## config.mk

```make
export PLATFORM = sky130hd
export DESIGN_NAME = regfile_scan_reader
export DESIGN_NICKNAME = d
export VERILOG_FILES = /design/src/rtl/regscan_pkg.sv /design/src/rtl/regscan_out_stage.sv /design/src/rtl/regfile_scan_reader.sv
export SDC_FILE = /design/constraint.sdc
export NUM_CORES = 1
export LEC_CHECK = 0
export CORE_ASPECT_RATIO = 0.5
export CORE_MARGIN = 5
export CORE_UTILIZATION = 39
export CTS_CLUSTER_DIAMETER = 60
export DETAILED_ROUTE_END_ITERATION = 7
export GPL_ROUTABILITY_DRIVEN = 1
export MAX_ROUTING_LAYER = met4
export PLACE_DENSITY = 0.81
export SYNTH_ARGS = -nofsm -noshare
export SYNTH_HDL_FRONTEND = slang
export SYNTH_HIERARCHICAL = 1
export SYNTH_SLANG_ARGS = --single-unit
```

## constraint.sdc

```tcl
create_clock -name clock -period 1.7 [get_ports clock]
set_clock_uncertainty 0.1 [all_clocks]
set_input_delay 0.255 -clock clock [delete_from_list [all_inputs] [get_ports clock]]
set_output_delay 0.255 -clock clock [all_outputs]
set_load 0.03 [all_outputs]
```

## src/rtl/regscan_pkg.sv

```systemverilog
// rtl/regscan_pkg.sv - widths, FSM states and address stepping for regfile_scan_reader
// Optional feature macro: REGSCAN_SKIP_R0_EN (step over register 0).
package regscan_pkg;

  localparam int DATA_W   = 32;
  localparam int ADDR_W   = 5;
  localparam int NUM_REGS = 2 ** ADDR_W;

`ifdef REGSCAN_SKIP_R0_EN
  localparam bit SKIP_R0 = 1'b1;
`else
  localparam bit SKIP_R0 = 1'b0;
`endif

  typedef enum logic [1:0] {
    IDLE  = 2'd0,
    SCAN  = 2'd1,
    DRAIN = 2'd2,
    DONE  = 2'd3
  } state_e;

  // NUM_REGS is a power of two, so plain ADDR_W-bit arithmetic gives the wrap.
  function automatic logic [ADDR_W-1:0] next_addr(input logic [ADDR_W-1:0] a);
    logic [ADDR_W-1:0] n;
    n = a + ADDR_W'(1);
    if (SKIP_R0 && n == '0) n = ADDR_W'(1);
    return n;
  endfunction

  function automatic logic [ADDR_W-1:0] prev_addr(input logic [ADDR_W-1:0] a);
    logic [ADDR_W-1:0] p;
    p = a - ADDR_W'(1);
    if (SKIP_R0 && p == '0) p = ADDR_W'(NUM_REGS - 1);
    return p;
  endfunction

endpackage

```

## src/rtl/regscan_out_stage.sv

```systemverilog
// rtl/regscan_out_stage.sv - single-entry valid/ready holding register for data, address and last
module regscan_out_stage
  import regscan_pkg::*;
(
  input  logic              clock,
  input  logic              ctrl_reset,
  input  logic              load,
  input  logic [DATA_W-1:0] in_data,
  input  logic [ADDR_W-1:0] in_addr,
  input  logic              in_last,
  output logic              can_load,
  output logic              out_valid,
  input  logic              out_ready,
  output logic [DATA_W-1:0] out_data,
  output logic [ADDR_W-1:0] out_addr,
  output logic              out_last
);

  logic              valid_q, valid_d;
  logic [DATA_W-1:0] data_q, data_d;
  logic [ADDR_W-1:0] addr_q, addr_d;
  logic              last_q, last_d;

  assign can_load = !valid_q || out_ready;

  always_comb begin
    valid_d = valid_q;
    data_d  = data_q;
    addr_d  = addr_q;
    last_d  = last_q;
    if (load) begin
      valid_d = 1'b1;
      data_d  = in_data;
      addr_d  = in_addr;
      last_d  = in_last;
    end else if (valid_q && out_ready) begin
      valid_d = 1'b0;
    end
  end

  always_ff @(posedge clock or negedge ctrl_reset) begin
    if (!ctrl_reset) begin
      valid_q <= 1'b0;
      data_q  <= '0;
      addr_q  <= '0;
      last_q  <= 1'b0;
    end else begin
      valid_q <= valid_d;
      data_q  <= data_d;
      addr_q  <= addr_d;
      last_q  <= last_d;
    end
  end

  assign out_valid = valid_q;
  assign out_data  = data_q;
  assign out_addr  = addr_q;
  assign out_last  = last_q;

endmodule

```

## src/rtl/regfile_scan_reader.sv

```systemverilog
// rtl/regfile_scan_reader.sv - walks a register range through one read port and streams tagged words
// Optional feature macro: REGSCAN_SKIP_R0_EN (register 0 is never emitted).
module regfile_scan_reader
  import regscan_pkg::*;
(
  input  logic              clock,
  input  logic              ctrl_reset,
  input  logic              start,
  input  logic [ADDR_W-1:0] first_reg,
  input  logic [ADDR_W-1:0] last_reg,
  output logic [ADDR_W-1:0] ctrl_readReg,
  input  logic [DATA_W-1:0] data_readReg,
  output logic              out_valid,
  input  logic              out_ready,
  output logic [DATA_W-1:0] out_data,
  output logic [ADDR_W-1:0] out_addr,
  output logic              out_last,
  output logic              busy,
  output logic              done
);

  state_e            state_q, state_d;
  logic [ADDR_W-1:0] cur_q, cur_d;
  logic [ADDR_W-1:0] end_q, end_d;
  logic              empty_q, empty_d;
  logic              busy_q, busy_d;
  logic              done_q, done_d;
  logic              can_load;
  logic              capture;

  always_comb begin
    state_d = state_q;
    cur_d   = cur_q;
    end_d   = end_q;
    empty_d = empty_q;
    capture = 1'b0;
    case (state_q)
      IDLE: begin
        if (start) begin
          cur_d   = (SKIP_R0 && first_reg == '0) ? ADDR_W'(1) : first_reg;
          end_d   = (SKIP_R0 && last_reg == '0) ? prev_addr(last_reg) : last_reg;
          empty_d = SKIP_R0 && first_reg == '0 && last_reg == '0;
          state_d = SCAN;
        end
      end
      SCAN: begin
        if (empty_q) begin
          state_d = DONE;
          cur_d   = '0;
        end else if (can_load) begin
          capture = 1'b1;
          if (cur_q == end_q) state_d = DRAIN;
          else                cur_d   = next_addr(cur_q);
        end
      end
      DRAIN: begin
        if (out_valid && out_ready) begin
          state_d = DONE;
          cur_d   = '0;
        end
      end
      DONE: state_d = IDLE;
      default: state_d = IDLE;
    endcase
    busy_d = (state_d == SCAN) || (state_d == DRAIN);
    done_d = (state_d == DONE);
  end

  // cur_q doubles as the read-port address; it is parked at 0 whenever idle.
  always_ff @(posedge clock or negedge ctrl_reset) begin
    if (!ctrl_reset) begin
      state_q <= IDLE;
      cur_q   <= '0;
      end_q   <= '0;
      empty_q <= 1'b0;
      busy_q  <= 1'b0;
      done_q  <= 1'b0;
    end else begin
      state_q <= state_d;
      cur_q   <= cur_d;
      end_q   <= end_d;
      empty_q <= empty_d;
      busy_q  <= busy_d;
      done_q  <= done_d;
    end
  end

  regscan_out_stage u_out_stage (
    .clock      (clock),
    .ctrl_reset (ctrl_reset),
    .load       (capture),
    .in_data    (data_readReg),
    .in_addr    (cur_q),
    .in_last    (cur_q == end_q),
    .can_load   (can_load),
    .out_valid  (out_valid),
    .out_ready  (out_ready),
    .out_data   (out_data),
    .out_addr   (out_addr),
    .out_last   (out_last)
  );

  assign ctrl_readReg = cur_q;
  assign busy         = busy_q;
  assign done         = done_q;

endmodule

```

==> flow_summary.ini <==
[timing]
tns_ns = -1.77
fmax_ghz = 0.507
slew_headroom_pct = 71.5
fin_crit_sh_pct = 116
tightest_slew_ns = 0.428
fin_crit_ns = 1.97
maxSlewViolCount = 0
final-setup-viol-count = 23
rsz0062_at_grt = yes
layout_setup_ws_ns = -0.274
hold_viol_final = 0

[placement]
dp_cells = 360
hpwl_um = 4780
gp_congestion = 0.834
port_buffers = 91

[logic_synthesis]
synth_top_cell_by_area = dfrtp_1
synthCells = 174
yosys_most_used_dff = dfrtp_1
async_reset_ff_share_pct = 100
synth_cell_types = 36
syn_nets = 227
synth_most_common_cell = dfrtp_1
syn_avg_cell_area_um2 = 13.7
synthTopCellsByArea = dfrtp_1, mux2_2, mux2_4
synth_edf_count = 0
yosysWarnings = 6
synth_area_um2 = 2390
synth-seq-cells = 53
synth_common_cells = dfrtp_1, mux2_2, inv_1, mux2_4, ha_1
synth_top_area_share_pct = 55.5
synth_seq_area_share_pct = 55.5

[cells_and_area]
ff_latch_area_um2 = 1330
drive_above_1_share_pct = 40.3
syn_to_final_growth_pct = 76.4
n_fill_cell = 374
diodes = 0
finalNonFillerCells = 382
multi_input_area_um2 = 1270
layout.nets = 357

[pwr]
report.power.total_uw = 9620
power_density_nw_per_um2 = 2280
leakagePower_uw = 0.00208
ir_drop_v = 0.000906

[detailed_routing]
via_per_inst = 5.24
first_pass_iters = 4
post-route-drc-count = 0
ant_nets = 0
num_vias = 2001
routed_wl_um = 8200
drt_iter0_markers = 199
wire_per_inst_um = 21.5

[worst_setup_path]
cp.arrival_ns = 2.07
crit_type = reg -> reg
critPathLaunchType = flip-flop
crit_start = state_q[0]
endpoint_kind = flip-flop
required_ns = 1.80
path_max_fanout = 4
r2r_start = state_q[0]

[grt]
antenna_found_initial = 0
grt_first_pass_wirelength_um = 11900
grt.overflow.total = 0
grt.total_usage_pct = 19.9
grt_max_degree = 38
grt_pass1_vias = 2225

[die]
dieArea_um2 = 7880
die_y_um = 65.3
rows = 20
die_w_um = 121
initial_utilization_pct = 39.8
io_pins = 92
core_area_um2 = 6010

[status]
violations = setup timing
outcome = complete, but fails checks

[cts]
numCtsBuffers = 5
cts_sinks = 53
clk_transition_reported_paths_ns = 0.07
cts_max_level = 2
clk_latency_ns = 0.29
clk_path_buf_depth = 2
cts_tree = built
ctsRootBufferMaster = clkbuf_16

[hold_path]
hp-class = in -> async

[flow_run]
maxCapViolCount = 0
routing by layer:
metal | vias up | global-route usage, % | part of all wire (%)
met1 | 1019 | 23.4 | 40
met5 | - | - | 0
met3 | 22 | 3.27 | 4.6
met4 | 0 | 6.50 | 2.2
li1 | 878 | - | -
met2 | 82 | 35.6 | 53
power by group:
part / internal [uW] / switching [uW]
sequential: 1910 / 430
combinational: 3010 / 3090
clock: 699 / 488
cell type report:
class / count / area share, %
flip-flops and latches: 53 / 31.7
repair buffers: 128 / 31.0
clock inverters: 3 / 1.04
multi-input cells: 107 / 30.2
inverters: 9 / 0.861
well taps: 77 / 2.29
clock buffers: 5 / 2.97
sequential cells by signal, indices dropped and copies added (netlist names):
name / flops
u_out_stage/out_data: 32
ctrl_readReg: 5
end_q: 5
u_out_stage/out_addr: 5
state_q: 2
busy: 1
done: 1
u_out_stage/out_last: 1
u_out_stage/out_valid: 1
through the flow:
stage / hold slack (ns) / area [um^2] / setup WS [ns] / util [%]
finish: 0.336 / 4210 / -0.274 / 70.2
floorplan: -0.141 / 2480 / -0.0578 / -
CTS: 0.343 / 4140 / -0.114 / 69.0
global route: 0.378 / 4210 / -0.309 / 70.2
detailed placement: 0.108 / 3640 / -0.272 / 60.6
global placement: 0.0926 / 3640 / -0.212 / 60.6
final timing paths:
| kind | cells past startpoint | slack (ns) | to |
|---|---|---|---|
| setup reg to reg | 7 | -0.27 | ctrl_readReg[4] |
| hold reg to reg | 1 | 0.41 | u_out_stage/out_data[11] |
| setup / recovery | 7 | -0.27 | ctrl_readReg[4] |
| hold / removal | 2 | 0.34 | end_q[1] |
| min in group clock | 1 | 0.41 | u_out_stage/out_data[11] |
| max in group asynchronous | 3 | 0.61 | ctrl_readReg[4] |
critical path: stages (launching register included):
cell and delay [ns]:
dfrtp_1 0.41, inv_2 0.10, ha_4 0.32, nand2_2 0.11, inv_1 0.09, nand4_1 0.15, or4_1 0.47, o211ai_1 0.14
logic make-up after synthesis:
| group | synth area share [%] |
|---|---|
| XOR/XNOR | 1.83 |
| AND/OR/NAND/NOR | 7.39 |
| multiplexers | 21.7 |
| adder cells (fa/ha/maj) | 3.67 |
| flip-flops | 55.5 |
| AO/OA/AOI/OAI | 6.70 |
| buffers and inverters | 3.19 |
what timing repair did:
item	4_1_cts	5_1_grt
buffers inserted	10	5
endpoints found under the hold margin	16	0
hold buffers	1	0
pin swaps	8	10
endpoints found under the setup margin	59	57
gates cloned	3	0
gates resized for setup	66	34
cell usage in the layout, fill, tap and decap left out, drive strengths merged, types with 2 or more instances in the layout:
cell type and instances:
and3 2, o211ai 3, nand2 5, xor2 5, a31oi 3, mux2 43
clkbuf 5, nor2 3, o21ai 4, a2111oi 2, dfrtp 53, o31ai 4
and2 2, nand2b 3, clkdlybuf4s50 54, nor3 2, inv 10, a21oi 6
dlymetal6s2s 19, dlygate4sd2 17, nand3 2, or4 3, buf 37, nor2b 3
ha 7
Note: power is estimated with default switching activity, not from simulation.
